**src/rtl/tile_map_draw_if.sv**
```systemverilog
// Bundle of tile_map_draw's control, map RAM, sprite ROM and pixel-stream signals.
// The engine connects to the slave modport; the game FSM/memories/VGA side connects to the master modport.
interface tile_map_draw_if #(
    parameter int ID_W     = 3,
    parameter int COLOUR_W = 3,
    parameter int X_W      = 8,
    parameter int Y_W      = 7,
    parameter int MAP_AW   = 9,
    parameter int ROM_AW   = 9
) ();
    logic                start;
    logic                mode;
    logic [4:0]          cell_col;
    logic [3:0]          cell_row;
    logic [MAP_AW-1:0]   map_addr;
    logic [ID_W-1:0]     map_id;
    logic [ROM_AW-1:0]   rom_addr;
    logic [COLOUR_W-1:0] rom_colour;
    logic [X_W-1:0]      x;
    logic [Y_W-1:0]      y;
    logic [COLOUR_W-1:0] colour;
    logic                plot;
    logic                busy;
    logic                done;

    modport slave (
        input  start, mode, cell_col, cell_row, map_id, rom_colour,
        output map_addr, rom_addr, x, y, colour, plot, busy, done
    );

    modport master (
        output start, mode, cell_col, cell_row, map_id, rom_colour,
        input  map_addr, rom_addr, x, y, colour, plot, busy, done
    );
endinterface

```
**src/rtl/tile_map_draw.sv**
```systemverilog
// Tile-map draw engine: redraws the whole level map or one cell, streaming sprite pixels to the VGA adapter.
// Optional build macro TILE_TRANSPARENT_EN suppresses plots of pixels whose colour equals KEY_COLOUR.
module tile_map_draw #(
    parameter int TILE_W    = 8,
    parameter int TILE_H    = 8,
    parameter int GRID_COLS = 20,
    parameter int GRID_ROWS = 15,
    parameter int ID_W      = 3,
    parameter int COLOUR_W  = 3,
    parameter int X_W       = 8,
    parameter int Y_W       = 7,
    parameter int MAP_AW    = 9
`ifdef TILE_TRANSPARENT_EN
    , parameter int KEY_COLOUR = 0
`endif
) (
    input  logic              clk,
    input  logic              resetn,
    tile_map_draw_if.slave    bus
);
    localparam int PX_W   = $clog2(TILE_W);
    localparam int PY_W   = $clog2(TILE_H);
    localparam int ROM_AW = ID_W + PY_W + PX_W;

    typedef enum logic [2:0] {
        S_IDLE     = 3'd0,
        S_MAP_REQ  = 3'd1,
        S_MAP_WAIT = 3'd2,
        S_PIXELS   = 3'd3,
        S_FLUSH    = 3'd4,
        S_DONE     = 3'd5
    } state_t;

    state_t              r_state;
    logic                r_mode;
    logic [4:0]          r_col;
    logic [3:0]          r_row;
    logic [ID_W-1:0]     r_id;
    logic [PX_W-1:0]     r_px;
    logic [PY_W-1:0]     r_py;
    logic [MAP_AW-1:0]   r_map_addr;
    logic [ROM_AW-1:0]   r_rom_addr;
    logic                r_busy;
    logic                r_done;
    logic                r_pvalid;
    logic [X_W-1:0]      r_xp;
    logic [Y_W-1:0]      r_yp;
    logic [X_W-1:0]      r_x;
    logic [Y_W-1:0]      r_y;
    logic [COLOUR_W-1:0] r_colour;

    logic                w_plot;
    logic                w_px_wrap;
    logic                w_last_pix;
    logic                w_last_cell;
    logic                w_cell_oob;
    logic [PX_W-1:0]     w_px_next;
    logic [PY_W-1:0]     w_py_next;

    assign w_px_wrap   = (r_px == PX_W'(TILE_W - 1));
    assign w_last_pix  = w_px_wrap && (r_py == PY_W'(TILE_H - 1));
    assign w_px_next   = r_px + PX_W'(1);
    assign w_py_next   = w_px_wrap ? (r_py + PY_W'(1)) : r_py;
    assign w_last_cell = (32'(r_col) == 32'(GRID_COLS - 1)) && (32'(r_row) == 32'(GRID_ROWS - 1));
    assign w_cell_oob  = (32'(bus.cell_col) >= 32'(GRID_COLS)) || (32'(bus.cell_row) >= 32'(GRID_ROWS));

    // The ROM word arrives in the plot cycle itself, so colour is taken straight from it while plotting.
`ifdef TILE_TRANSPARENT_EN
    assign w_plot = r_pvalid && (bus.rom_colour != COLOUR_W'(KEY_COLOUR));
`else
    assign w_plot = r_pvalid;
`endif

    assign bus.plot     = w_plot;
    assign bus.x        = w_plot ? r_xp : r_x;
    assign bus.y        = w_plot ? r_yp : r_y;
    assign bus.colour   = w_plot ? bus.rom_colour : r_colour;
    assign bus.busy     = r_busy;
    assign bus.done     = r_done;
    assign bus.map_addr = r_map_addr;
    assign bus.rom_addr = r_rom_addr;

    // Control FSM, cell/pixel counters and the pixel pipeline register.
    always_ff @(posedge clk or negedge resetn) begin
        if (!resetn) begin
            r_state    <= S_IDLE;
            r_mode     <= 1'b0;
            r_col      <= 5'd0;
            r_row      <= 4'd0;
            r_id       <= '0;
            r_px       <= '0;
            r_py       <= '0;
            r_map_addr <= '0;
            r_rom_addr <= '0;
            r_busy     <= 1'b0;
            r_done     <= 1'b0;
            r_pvalid   <= 1'b0;
            r_xp       <= '0;
            r_yp       <= '0;
            r_x        <= '0;
            r_y        <= '0;
            r_colour   <= '0;
        end else begin
            r_done   <= 1'b0;
            r_pvalid <= 1'b0;
            if (w_plot) begin
                r_x      <= r_xp;
                r_y      <= r_yp;
                r_colour <= bus.rom_colour;
            end
            case (r_state)
                S_IDLE: begin
                    if (bus.start) begin
                        r_mode <= bus.mode;
                        if (!bus.mode) begin
                            r_col      <= 5'd0;
                            r_row      <= 4'd0;
                            r_map_addr <= '0;
                            r_busy     <= 1'b1;
                            r_state    <= S_MAP_REQ;
                        end else if (w_cell_oob) begin
                            r_done  <= 1'b1;
                            r_state <= S_DONE;
                        end else begin
                            r_col      <= bus.cell_col;
                            r_row      <= bus.cell_row;
                            r_map_addr <= MAP_AW'(32'(bus.cell_row) * 32'(GRID_COLS) + 32'(bus.cell_col));
                            r_busy     <= 1'b1;
                            r_state    <= S_MAP_REQ;
                        end
                    end
                end
                S_MAP_REQ: r_state <= S_MAP_WAIT;
                S_MAP_WAIT: begin
                    r_id       <= bus.map_id;
                    r_px       <= '0;
                    r_py       <= '0;
                    r_rom_addr <= {bus.map_id, {PY_W{1'b0}}, {PX_W{1'b0}}};
                    r_state    <= S_PIXELS;
                end
                S_PIXELS: begin
                    r_pvalid <= 1'b1;
                    r_xp     <= X_W'(32'(r_col) * 32'(TILE_W) + 32'(r_px));
                    r_yp     <= Y_W'(32'(r_row) * 32'(TILE_H) + 32'(r_py));
                    if (!w_last_pix) begin
                        r_px       <= w_px_next;
                        r_py       <= w_py_next;
                        r_rom_addr <= {r_id, w_py_next, w_px_next};
                    end else if (r_mode || w_last_cell) begin
                        r_state <= S_FLUSH;
                    end else begin
                        // Cells are visited row-major, so the map address simply increments.
                        r_map_addr <= r_map_addr + MAP_AW'(1);
                        if (32'(r_col) == 32'(GRID_COLS - 1)) begin
                            r_col <= 5'd0;
                            r_row <= r_row + 4'd1;
                        end else begin
                            r_col <= r_col + 5'd1;
                        end
                        r_state <= S_MAP_REQ;
                    end
                end
                S_FLUSH: begin
                    r_busy  <= 1'b0;
                    r_done  <= 1'b1;
                    r_state <= S_DONE;
                end
                S_DONE: r_state <= S_IDLE;
                default: begin
                    r_busy  <= 1'b0;
                    r_state <= S_IDLE;
                end
            endcase
        end
    end
endmodule
```
**src/flat_wrapper.sv**
```systemverilog
// flat-port wrapper written by rule: the top's interface ports become plain ports
module tile_map_draw_flat 
#(
    parameter int TILE_W    = 8,
    parameter int TILE_H    = 8,
    parameter int GRID_COLS = 20,
    parameter int GRID_ROWS = 15,
    parameter int ID_W      = 3,
    parameter int COLOUR_W  = 3,
    parameter int X_W       = 8,
    parameter int Y_W       = 7,
    parameter int MAP_AW    = 9

)
  (clk, resetn, bus_start, bus_mode, bus_cell_col, bus_cell_row, bus_map_id, bus_rom_colour, bus_map_addr, bus_rom_addr, bus_x, bus_y, bus_colour, bus_plot, bus_busy, bus_done);
  tile_map_draw_if #(.ID_W(ID_W), .COLOUR_W(COLOUR_W), .X_W(X_W), .Y_W(Y_W), .MAP_AW(MAP_AW)) bus_i ();
  input  logic clk;
  input  logic resetn;
  input wire logic [$bits(bus_i.start)-1:0] bus_start;
  input wire logic [$bits(bus_i.mode)-1:0] bus_mode;
  input wire logic [$bits(bus_i.cell_col)-1:0] bus_cell_col;
  input wire logic [$bits(bus_i.cell_row)-1:0] bus_cell_row;
  input wire logic [$bits(bus_i.map_id)-1:0] bus_map_id;
  input wire logic [$bits(bus_i.rom_colour)-1:0] bus_rom_colour;
  output wire logic [$bits(bus_i.map_addr)-1:0] bus_map_addr;
  output wire logic [$bits(bus_i.rom_addr)-1:0] bus_rom_addr;
  output wire logic [$bits(bus_i.x)-1:0] bus_x;
  output wire logic [$bits(bus_i.y)-1:0] bus_y;
  output wire logic [$bits(bus_i.colour)-1:0] bus_colour;
  output wire logic [$bits(bus_i.plot)-1:0] bus_plot;
  output wire logic [$bits(bus_i.busy)-1:0] bus_busy;
  output wire logic [$bits(bus_i.done)-1:0] bus_done;
  assign bus_i.start = bus_start;
  assign bus_i.mode = bus_mode;
  assign bus_i.cell_col = bus_cell_col;
  assign bus_i.cell_row = bus_cell_row;
  assign bus_i.map_id = bus_map_id;
  assign bus_i.rom_colour = bus_rom_colour;
  assign bus_map_addr = bus_i.map_addr;
  assign bus_rom_addr = bus_i.rom_addr;
  assign bus_x = bus_i.x;
  assign bus_y = bus_i.y;
  assign bus_colour = bus_i.colour;
  assign bus_plot = bus_i.plot;
  assign bus_busy = bus_i.busy;
  assign bus_done = bus_i.done;
  tile_map_draw #(.TILE_W(TILE_W), .TILE_H(TILE_H), .GRID_COLS(GRID_COLS), .GRID_ROWS(GRID_ROWS), .ID_W(ID_W), .COLOUR_W(COLOUR_W), .X_W(X_W), .Y_W(Y_W), .MAP_AW(MAP_AW)) u_core (.clk(clk), .resetn(resetn), .bus(bus_i));
endmodule
```
**config.mk**
```make
export PLATFORM = sky130hd
export DESIGN_NAME = tile_map_draw_flat
export DESIGN_NICKNAME = d
export VERILOG_FILES = /design/src/rtl/tile_map_draw_if.sv /design/src/rtl/tile_map_draw.sv /design/src/flat_wrapper.sv
export SDC_FILE = /design/constraint.sdc
export NUM_CORES = 1
export LEC_CHECK = 0
export ABC_CLOCK_PERIOD_IN_PS = 6000
export CAP_MARGIN = 25
export CORE_MARGIN = 2
export CORE_UTILIZATION = 58
export DETAILED_ROUTE_END_ITERATION = 8
export GPL_ROUTABILITY_DRIVEN = 0
export PLACE_DENSITY = 0.9
export SLEW_MARGIN = 40
export SYNTH_ARGS = -nofsm -noshare
export SYNTH_HDL_FRONTEND = slang
export SYNTH_SLANG_ARGS = --single-unit
```
**constraint.sdc**
```tcl
create_clock -name clk -period 6 [get_ports clk]
set_clock_uncertainty 0.15 [all_clocks]
set_input_delay 1.2 -clock clk [delete_from_list [all_inputs] [get_ports clk]]
set_output_delay 1.2 -clock clk [all_outputs]
set_load 0.03 [all_outputs]
```
==> metrics, run 1 <==
sw frac=22.44%; Ports=58; 1st-iter DRT viols=191; Fin Setup TNS=0 ps; critical path class=primary input to output pin; P_sw=0.0002262 W; Area Growth Syn to Fin=23.88%; hold slack=323.6 ps; via count=2,739; final net count=422; HP Class=flop to flop; CP max stage cell=clkdlybuf4s50_1; vias in the first global route=2,714; synth warn=0; Final min period=3821 ps; router iterations before antenna repair=5; largest net degree at the start of global routing=71; Logic pwr share=6.7%; layout cells sized above 1=14.07%; htree depth=3; DRC violations left=0; ratio of final minimum period to clock period=63.69%; Most used DFF post-synth=dfrtp_1; status=completed; Hold Path Origin=u_core.r_xp[7]; Die ar.=0.006776 mm2; final hold vios=0; Async SR Flop Fraction=100.0%; Crit. Startpoint=bus_rom_colour[1]; FMAX=261.7 MHz; Cell Chain, Critical Path=clkdlybuf4s50_1, mux2_2, clkdlybuf4s50_1; CTS Sinks=70; Port Buffers=57; library cells used by synthesis=44; crit path buf inv count=2; antenna-violating nets left=0; Crit path arrival time=2470 ps; Avg Cell Area, Syn=10.71 um2; Slew @ Worst Pin=771.1 ps; # Max-Cap Violations=0; Num CTS Buffers=9; Total Wirelength=7.682 mm; CP top delay family=buffers and inverters; Worst path most repeated cell=clkdlybuf4s50_1; die height=82.32 um; final setup fails=0; Slew Viols, Final=0; hold_buf cts=0; Synth Instances=332; root buf cell=clkbuf_8; total grt overflow=0; clk buf depth=2; Synthesized Nets=368; antenna violations before repair=0; Pint=0.0007820 W; post-CTS setup buffer count=0; RSZ-0062 raised after global routing=false; PwrDens=228.8 mW/mm2; CP Launch Type=primary input; clock share of power=46.1%; Mapped Area=0.003557 mm2; worst IR drop on VDD=0.1616 mV; num rows=28; cell leakage power=1.975 nW; chip width=82.32 um; Inserted Diodes=0; Clk Latency, worst-skew pair=350 ps; Seq/Total Area, Yosys=49.24%; number of synthesized flops with an enable pin=0; gr usage total=25.09%; Core ar.=0.005921 mm2; Crit. End Element=output pin; reg-to-reg critical path startpoint=u_core.r_state[2]; CP max stage delay=660 ps; Filler Cell Count=420; WP data required=4650 ps; clock transition at the registers of the reported paths=70 ps; Seq cells post-synth=70; Detailed Place HPWL=5.022 mm; vias per cell=5.878; post-CTS sizing=0; global-route wire length before repair=12.79 mm; average wire per standard cell=16.48 um; Critical Path Fanout Max=2; Slew headroom=48.59%; CTS tree=built; Initial Util=60.08%; Seq pwr share=47.2%
[layout make-up]
cell class	instances	area [um2]	share of cell area (%)
Clock buffer	9	123.9	2.811
Clock inverter	7	120.1	2.726
Inverter	7	26.28	0.5963
Multi-Input combinational cell	239	1707	38.73
Sequential cell	70	1752	39.75
Tap cell	75	93.84	2.129
Timing Repair Buffer	59	584.3	13.26
[per-stage QoR]
step                setup WS (ps)  util, %  instance area (um2)  cells  total power, W
floorplan                    2575        -                 3557    332       0.0005175
finish                       2179    74.43                 4407    466        0.001008
global route                 2051    74.43                 4407    466        0.001044
CTS                          2166    74.43                 4407    466        0.001017
detailed placement           1848    70.31                 4163    450       0.0005528
global placement             1939    70.25                 4159    450       0.0005498
[worst register-to-register path, delay by kind of cell (launching register included)]
kind                   cells  cell delay, ps
multiplexers               1             370
flip-flops                 1             510
buffers and inverters      1             410
AND/OR/NAND/NOR            3            1120
[cell usage after synthesis, drive strengths merged (2+ instances only)]
master  number  share of area (%)
dfrtp       70                 49
nand2       62                6.6
mux2        36                 12
o21ai       23                3.2
ha          15                5.3
nor2        14                1.5
a21oi       13                1.8
nand3       13                1.8
clkbuf      10                1.1
xnor2       10                2.5
inv          7               0.74
buf          6               0.98
mux2i        6                1.7
xor2         6                1.5
nor3         5               0.70
a41oi        4               0.98
o22ai        4               0.70
a31oi        3               0.53
nand3b       3               0.63
a22o         2               0.49
fa           2                1.1
nand4        2               0.35
nor3b        2               0.42
[final timing paths]
| kind | to | slack [ps] | depth (start not counted) |
|---|---|---|---|
| worst min register to register | u_core.r_xp[7] | 320 | 2 |
| worst min-delay path | u_core.r_xp[7] | 320 | 2 |
| min in group asynchronous | u_core.r_x[7] | 790 | 2 |
| worst max-delay path | bus_colour[1] | 2180 | 3 |
| worst max register to register | u_core.bus.map_addr[6] | 3340 | 5 |
| max in group asynchronous | u_core.r_yp[2] | 4500 | 2 |
[cells in the final DEF, fill, tap and decap left out, types with 5 or more instances in the layout]
master            n
ha_1             15
o21ai_0          22
nor2_1           14
xor2_1            6
inv_1             6
xnor2_1          10
mux2_2           23
nor3_1            5
nand2_1          61
mux2i_1           6
dfrtp_1          70
clkdlybuf4s50_1  56
nand3_1          13
clkbuf_8          9
mux2_4            9
a21oi_1          13
[power by group through the flow]
stage          Combinational (W)  Sequential [W]  Clock (W)
5_1_grt                0.0000749        0.000476   0.000493
4_1_cts                0.0000678        0.000476   0.000473
2_1_floorplan          0.0000305        0.000487          0
3_3_place_gp           0.0000650        0.000485          0
3_5_place_dp           0.0000677        0.000485          0
6_report               0.0000673        0.000476   0.000465
[kinds of logic (layout without fill, tap and decap cells)]
| group | count (synthesis) | in the layout | synth area share [%] |
|---|---|---|---|
| xor+xnor | 16 | 16 | 3.939 |
| fa+ha+maj | 17 | 17 | 6.402 |
| simple gates | 106 | 106 | 13.16 |
| flops | 70 | 70 | 49.24 |
| compound gates | 58 | 58 | 10.45 |
| mux | 42 | 42 | 14.03 |
| buf+inv | 23 | 82 | 2.779 |
[flip-flops by register name, indices dropped and copies added, names as in the netlist]
signal	count
u_core.bus.map_addr	9
u_core.bus.rom_addr	9
u_core.r_x	8
u_core.r_xp	8
u_core.r_y	7
u_core.r_yp	7
u_core.r_col	5
u_core.r_row	4
u_core.r_colour	3
u_core.r_id	3
u_core.r_state	3
u_core.bus.busy	1
u_core.bus.done	1
u_core.bus.plot	1
u_core.r_mode	1
[metal layers]
layer / global-route usage [%] / part of all wire (%)
met4: 11.67 / 2.4
met3: 4.674 / 4.7
met2: 40.00 / 49
met5: 0 / 0
met1: 33.26 / 44
No activity file was read; power rests on OpenSTA's default activity.
==> inputs of run 2 (changes only) <==
- ABC_CLOCK_PERIOD_IN_PS: 6000 -> 3650
- CORE_UTILIZATION: 58 -> 53
- PLACE_DENSITY: 0.9 -> 0.83
- clock period: 6 -> 3.65 ns (I/O delays scaled with it)
==> metrics, run 2 (same netlist as run 1, synthesis figures left out) <==
Die ar.=0.007383 mm2 (+9.0%); Seq pwr share=48.3% (+1.1 points); Area Growth Syn to Fin=24.62%; Port Buffers=57 (unchanged); crit path buf inv count=2 (unchanged); cell leakage power=1.989 nW (+0.69%); Slew headroom=51.14% (+2.5 points); Inserted Diodes=0 (unchanged); Initial Util=55.39% (-4.7 points); vias per cell=5.709 (-2.9%); CP Depth=10 (+7); capturing point of the worst reg2reg path=u_core.bus.map_addr[6]; critical path class=primary input to flop; global-route wire length before repair=12.88 mm (+0.70%); Slew @ Worst Pin=731.3 ps (-39.77 ps); DRC violations left=0 (unchanged); HP Class=primary input to async pin; Clk Latency, worst-skew pair=340 ps (about the same); Crit. End Element=flop; post-CTS sizing=0 (unchanged); worst IR drop on VDD=0.2699 mV (+67%); Ports=58 (unchanged); layout cells sized above 1=14.97% (+0.91 points); PwrDens=365.5 mW/mm2 (+60%); sw frac=22.58% (+0.14 points); final setup fails=0 (unchanged); Total Wirelength=7.578 mm (-1.4%); clk buf depth=2 (unchanged); Logic pwr share=7.3% (+0.6 points); post-CTS setup buffer count=0 (unchanged); WP data required=3730 ps (-920 ps); CP Launch Type=primary input; # Max-Cap Violations=0 (unchanged); router iterations before antenna repair=4 (-1); vias in the first global route=2,671 (-1.6%); P_sw=0.0003659 W (+62%); RSZ-0062 raised after global routing=false; clock transition at the registers of the reported paths=80 ps (about the same); via count=2,689 (-1.8%); Fin Setup TNS=0 ps (unchanged); CP top delay family=adder cells; Crit path arrival time=3350 ps (+880 ps); Layout Cells excl Fill=471 (+1.1%); most common cell after layout, fill and taps aside=dfrtp_1; htree depth=3 (unchanged); Critical Path Fanout Max=3 (+1); CTS tree=built; highest-count cells in the layout ignoring fill and taps=dfrtp_1 (69), nand2_1 (61), clkdlybuf4s50_1 (56); antenna violations before repair=0 (unchanged); gr usage total=22.25% (-2.8 points); R2R depth=5 (unchanged); Pint=0.001254 W (+60%); total grt overflow=0 (unchanged); root buf cell=clkbuf_8; placed cells=455 (+1.1%); FMAX=306.0 MHz; clock share of power=44.4% (-1.7 points); chip width=85.93 um (+4.4%); final net count=425 (+0.71%); hold_buf cts=0 (unchanged); CP max stage delay=440 ps (-220 ps); Num CTS Buffers=9 (unchanged); die height=85.93 um (+4.4%); Worst path most repeated cell=ha_1; Cell Chain, Critical Path=clkdlybuf4s50_1, ha_1, ha_1, inv_1, fa_1, nand3b_1, or3_1, a31oi_1, o22ai_1, mux2_4; Core ar.=0.006422 mm2 (+8.5%); 1st-iter DRT viols=163 (-15%); CP max stage cell=clkdlybuf4s50_1; Slew Viols, Final=0 (unchanged); ratio of final minimum period to clock period=89.52%; Detailed Place HPWL=5.219 mm (+3.9%); final hold vios=0 (unchanged); Final min period=3268 ps; antenna-violating nets left=0 (unchanged); r2r setup slk=1030 ps (-2310 ps); CTS Sinks=70 (unchanged); largest net degree at the start of global routing=50 (-30%); num rows=29 (+3.6%); average wire per standard cell=16.09 um (-2.4%); reg-to-reg critical path startpoint=u_core.r_state[2]; status=completed
[run 2: cell count changes in the layout (fill, tap and decap cells not counted)]
cell and change:
clkbuf_8 +2, dfrtp_2 +1, bufinv_16 -1, buf_4 +4
inv_6 -2, buf_12 +1, buf_2 -1, buf_6 -1
clkinv_4 +1, dfrtp_1 -1
[run 2: per-stage QoR]
| stage | setup slack, ps | power (W) | hold slack [ps] | cell area (um2) | utilization (%) |
|---|---|---|---|---|---|
| after floorplan | 695.3 | 0.0008507 | 284.4 | 3557 | - |
| after global placement | 193.0 | 0.0009090 | 304.9 | 4197 | 65.34 |
| after detailed placement | 14.27 | 0.0009150 | 312.7 | 4199 | 65.38 |
| after CTS | 394.6 | 0.001632 | 207.3 | 4432 | 69.00 |
| after global routing | 239.4 | 0.001675 | 228.5 | 4433 | 69.02 |
| final | 382.4 | 0.001620 | 199.9 | 4433 | 69.02 |
[run 2: power groups by stage]
stage | clock network (W) | registers, W | logic, W
after floorplan | 0 | 0.000801 | 0.0000501
after CTS | 0.000732 | 0.000782 | 0.000118
after detailed placement | 0 | 0.000797 | 0.000118
after global routing | 0.000763 | 0.000782 | 0.000131
final | 0.000720 | 0.000782 | 0.000118
after global placement | 0 | 0.000797 | 0.000112
[run 2: final cells by class]
class / instances / area [um2]
well taps: 77 / 96.34
clock inverters: 5 / 81.33
repair buffers: 62 / 618.1
inverters: 7 / 26.28
fillers: 466 / 1989
multi-input cells: 239 / 1707
clock buffers: 11 / 151.4
flip-flops and latches: 70 / 1753
[run 2: worst max path at each step]
stage	start	to	slack, ps
after global placement	bus_cell_row[1]	u_core.bus.map_addr[8]	190
after detailed placement	bus_cell_row[1]	u_core.bus.map_addr[8]	10
final	bus_cell_row[1]	u_core.bus.map_addr[8]	380
after CTS	bus_cell_row[1]	u_core.bus.map_addr[8]	390
after global routing	bus_cell_row[1]	u_core.bus.map_addr[8]	240
after floorplan	bus_cell_row[1]	u_core.bus.map_addr[8]	700
[run 2: routing by layer]
layer,global-route usage (%),wire length [um],vias to the layer above
li1,-,-,1283
met1,29.04,3381,1316
met2,35.73,3690,74
met3,6.545,384,16
met4,7.359,122,0
met5,0,0,-
[run 2: worst reg2reg max path, cell delays in order, from the launching register on]
cell and delay (ps):
dfrtp_1 500, nand3b_1 260, inv_2 400, nand2_1 400
nand2_2 440, mux2_1 360
==> inputs of run 3 (changes only) <==
--- a/config.mk
+++ b/config.mk
@@ -7,9 +7,9 @@
 export LEC_CHECK = 0
-export ABC_CLOCK_PERIOD_IN_PS = 3650
+export ABC_CLOCK_PERIOD_IN_PS = 4010
 export CAP_MARGIN = 25
 export CORE_MARGIN = 2
-export CORE_UTILIZATION = 53
+export CORE_UTILIZATION = 58
 export DETAILED_ROUTE_END_ITERATION = 8
 export GPL_ROUTABILITY_DRIVEN = 0
-export PLACE_DENSITY = 0.83
+export PLACE_DENSITY = 0.9
 export SLEW_MARGIN = 40
==> constraint.sdc (replaced) <==
create_clock -name clk -period 4.01 [get_ports clk]
set_clock_uncertainty 0.15 [all_clocks]
set_input_delay 0.802 -clock clk [delete_from_list [all_inputs] [get_ports clk]]
set_output_delay 0.802 -clock clk [all_outputs]
set_load 0.005 [all_outputs]
==> metrics, run 3 (same netlist as run 1, synthesis figures left out) <==
status=completed; post-layout worst setup margin=577.1 ps (+194.7 ps); post-CTS setup buffer count=0 (unchanged); Slew @ Worst Pin=732.8 ps (+1.439 ps); HP Class=primary input to async pin; post-CTS sizing=0 (unchanged); CP Launch Type=primary input; Slew headroom=51.15% (about the same); placed cells=452 (-0.66%); Die ar.=0.006776 mm2 (-8.2%); Slew Viols, Final=0 (unchanged); CTS Sinks=70 (unchanged); Clk Latency, worst-skew pair=350 ps (about the same); gr usage total=25.05% (+2.8 points); WP data required=4090 ps (+360 ps); Worst path most repeated cell=ha_1; clk buf depth=2 (unchanged); RSZ-0062 raised after global routing=false; Initial Util=60.08% (+4.7 points); Critical Path Fanout Max=5 (+2); antenna violations before repair=0 (unchanged); highest-count cells in the layout ignoring fill and taps=dfrtp_1 (70), nand2_1 (61), clkdlybuf4s50_1 (56); Inserted Diodes=0 (unchanged); met1 Use GR=32.47% (+3.4 points); Detailed Place HPWL=5.272 mm (+1.0%); average wire per standard cell=16.53 um (+2.7%); die height=82.32 um (-4.2%); global-route wire length before repair=12.85 mm (-0.22%); Top Usage Layer GRT=met2; largest net degree at the start of global routing=50 (unchanged); Area Growth Syn to Fin=23.71%; Filler Cell Count=417 (-11%); total grt overflow=0 (unchanged); Crit. Startpoint=bus_cell_row[1]; CP max stage delay=610 ps (+170 ps); Final min period=3433 ps; worst IR drop on VDD=0.1935 mV (-28%); Cell Chain, Critical Path=clkdlybuf4s50_1, ha_1, ha_1, inv_1, fa_1, nand3b_1, or3_1, a31oi_1, o22ai_1, mux2_4; final net count=424 (-0.24%); Fin Setup TNS=0 ps (unchanged); ratio of final minimum period to clock period=85.61%; Critical Path End=u_core.bus.map_addr[8]; r2r setup slk=1380 ps (+350 ps); met3 GRT Util=4.891% (-1.7 points); clock transition at the registers of the reported paths=70 ps (about the same); R2R depth=5 (unchanged); hold_buf cts=0 (unchanged); 1st-iter DRT viols=163 (unchanged); final hold vios=0 (unchanged); num rows=28 (-3.4%); most common cell after layout, fill and taps aside=dfrtp_1; CP max stage cell=clkdlybuf4s50_1; Layout Cells excl Fill=468 (-0.64%); Port Buffers=57 (unchanged); vias per cell=5.774 (+1.1%); Crit. End Element=flop; CTS tree=built; antenna-violating nets left=0 (unchanged); Core ar.=0.005921 mm2 (-7.8%); router iterations before antenna repair=4 (unchanged); htree depth=3 (unchanged); DRC violations left=0 (unchanged); FMAX=291.3 MHz; Crit path arrival time=3510 ps (+160 ps); PwrDens=328.5 mW/mm2 (-10%); cell leakage power=1.978 nW (-0.56%); chip width=82.32 um (-4.2%); DP Worst Slack=229.2 ps (+214.9 ps); Total Wirelength=7.735 mm (+2.1%); Reg area=0.001752 mm2 (about the same); final setup fails=0 (unchanged); root buf cell=clkbuf_8; # Max-Cap Violations=0 (unchanged); reg-to-reg critical path startpoint=u_core.r_state[2]; layout cells sized above 1=14.25% (-0.73 points); hold slack=243.1 ps (+43.22 ps); total power draw=0.001446 W (-11%); capturing point of the worst reg2reg path=u_core.bus.map_addr[6]; critical path class=primary input to flop; Num CTS Buffers=9 (unchanged); Ports=58 (unchanged); via count=2,702 (+0.48%); met2 Use GR=41.53% (+5.8 points); area of the multi-input gates=0.001707 mm2 (unchanged); vias in the first global route=2,692 (+0.79%)
-- run 3: power breakdown --
part | leakage (nW) | switching, W | internal (W)
registers | 0.842 | 0.00000185 | 0.000710
logic | 1.02 | 0.0000532 | 0.0000454
clock network | 0.113 | 0.000267 | 0.000368
total | 1.98 | 0.000322 | 0.00112
-- run 3: cell type report --
| class | instances | share of cell area, % |
|---|---|---|
| Clock inverter | 5 | 1.877 |
| Clock buffer | 11 | 3.213 |
| Multi-Input combinational cell | 239 | 38.78 |
| Timing Repair Buffer | 61 | 13.59 |
| Tap cell | 75 | 2.132 |
| Inverter | 7 | 0.5971 |
| Sequential cell | 70 | 39.81 |
-- run 3: metrics by stage --
stage	area [um2]	utilization, %
floorplan	3557	-
global placement	4174	70.50
detailed placement	4174	70.50
CTS	4398	74.28
global route	4400	74.32
finish	4400	74.32
-- run 3: critical path, delay by kind of cell --
kind,cells,cell delay [ps]
simple gates,2,550
mux,1,280
fa+ha+maj,3,930
compound gates,2,270
buf+inv,2,680
-- run 3: metal layers --
layer  vias up  wire length [um]
met5         -                 0
met4         0               151
met3        17               363
met2        82              3786
met1      1323              3433
li1       1280                 -
-- run 3: how the worst min path moves through the flow --
stage / start / cells after the start / slack, ps / endpoint
6_report: resetn / 1 / 240 / u_core.r_x[5]
4_1_cts: u_core.r_xp[6] / 2 / 330 / u_core.r_xp[6]
3_3_place_gp: u_core.r_yp[6] / 2 / 300 / u_core.r_yp[6]
2_1_floorplan: u_core.r_xp[3] / 2 / 290 / u_core.r_xp[3]
5_1_grt: resetn / 1 / 260 / u_core.r_colour[0]
3_5_place_dp: u_core.r_xp[1] / 2 / 310 / u_core.r_xp[1]
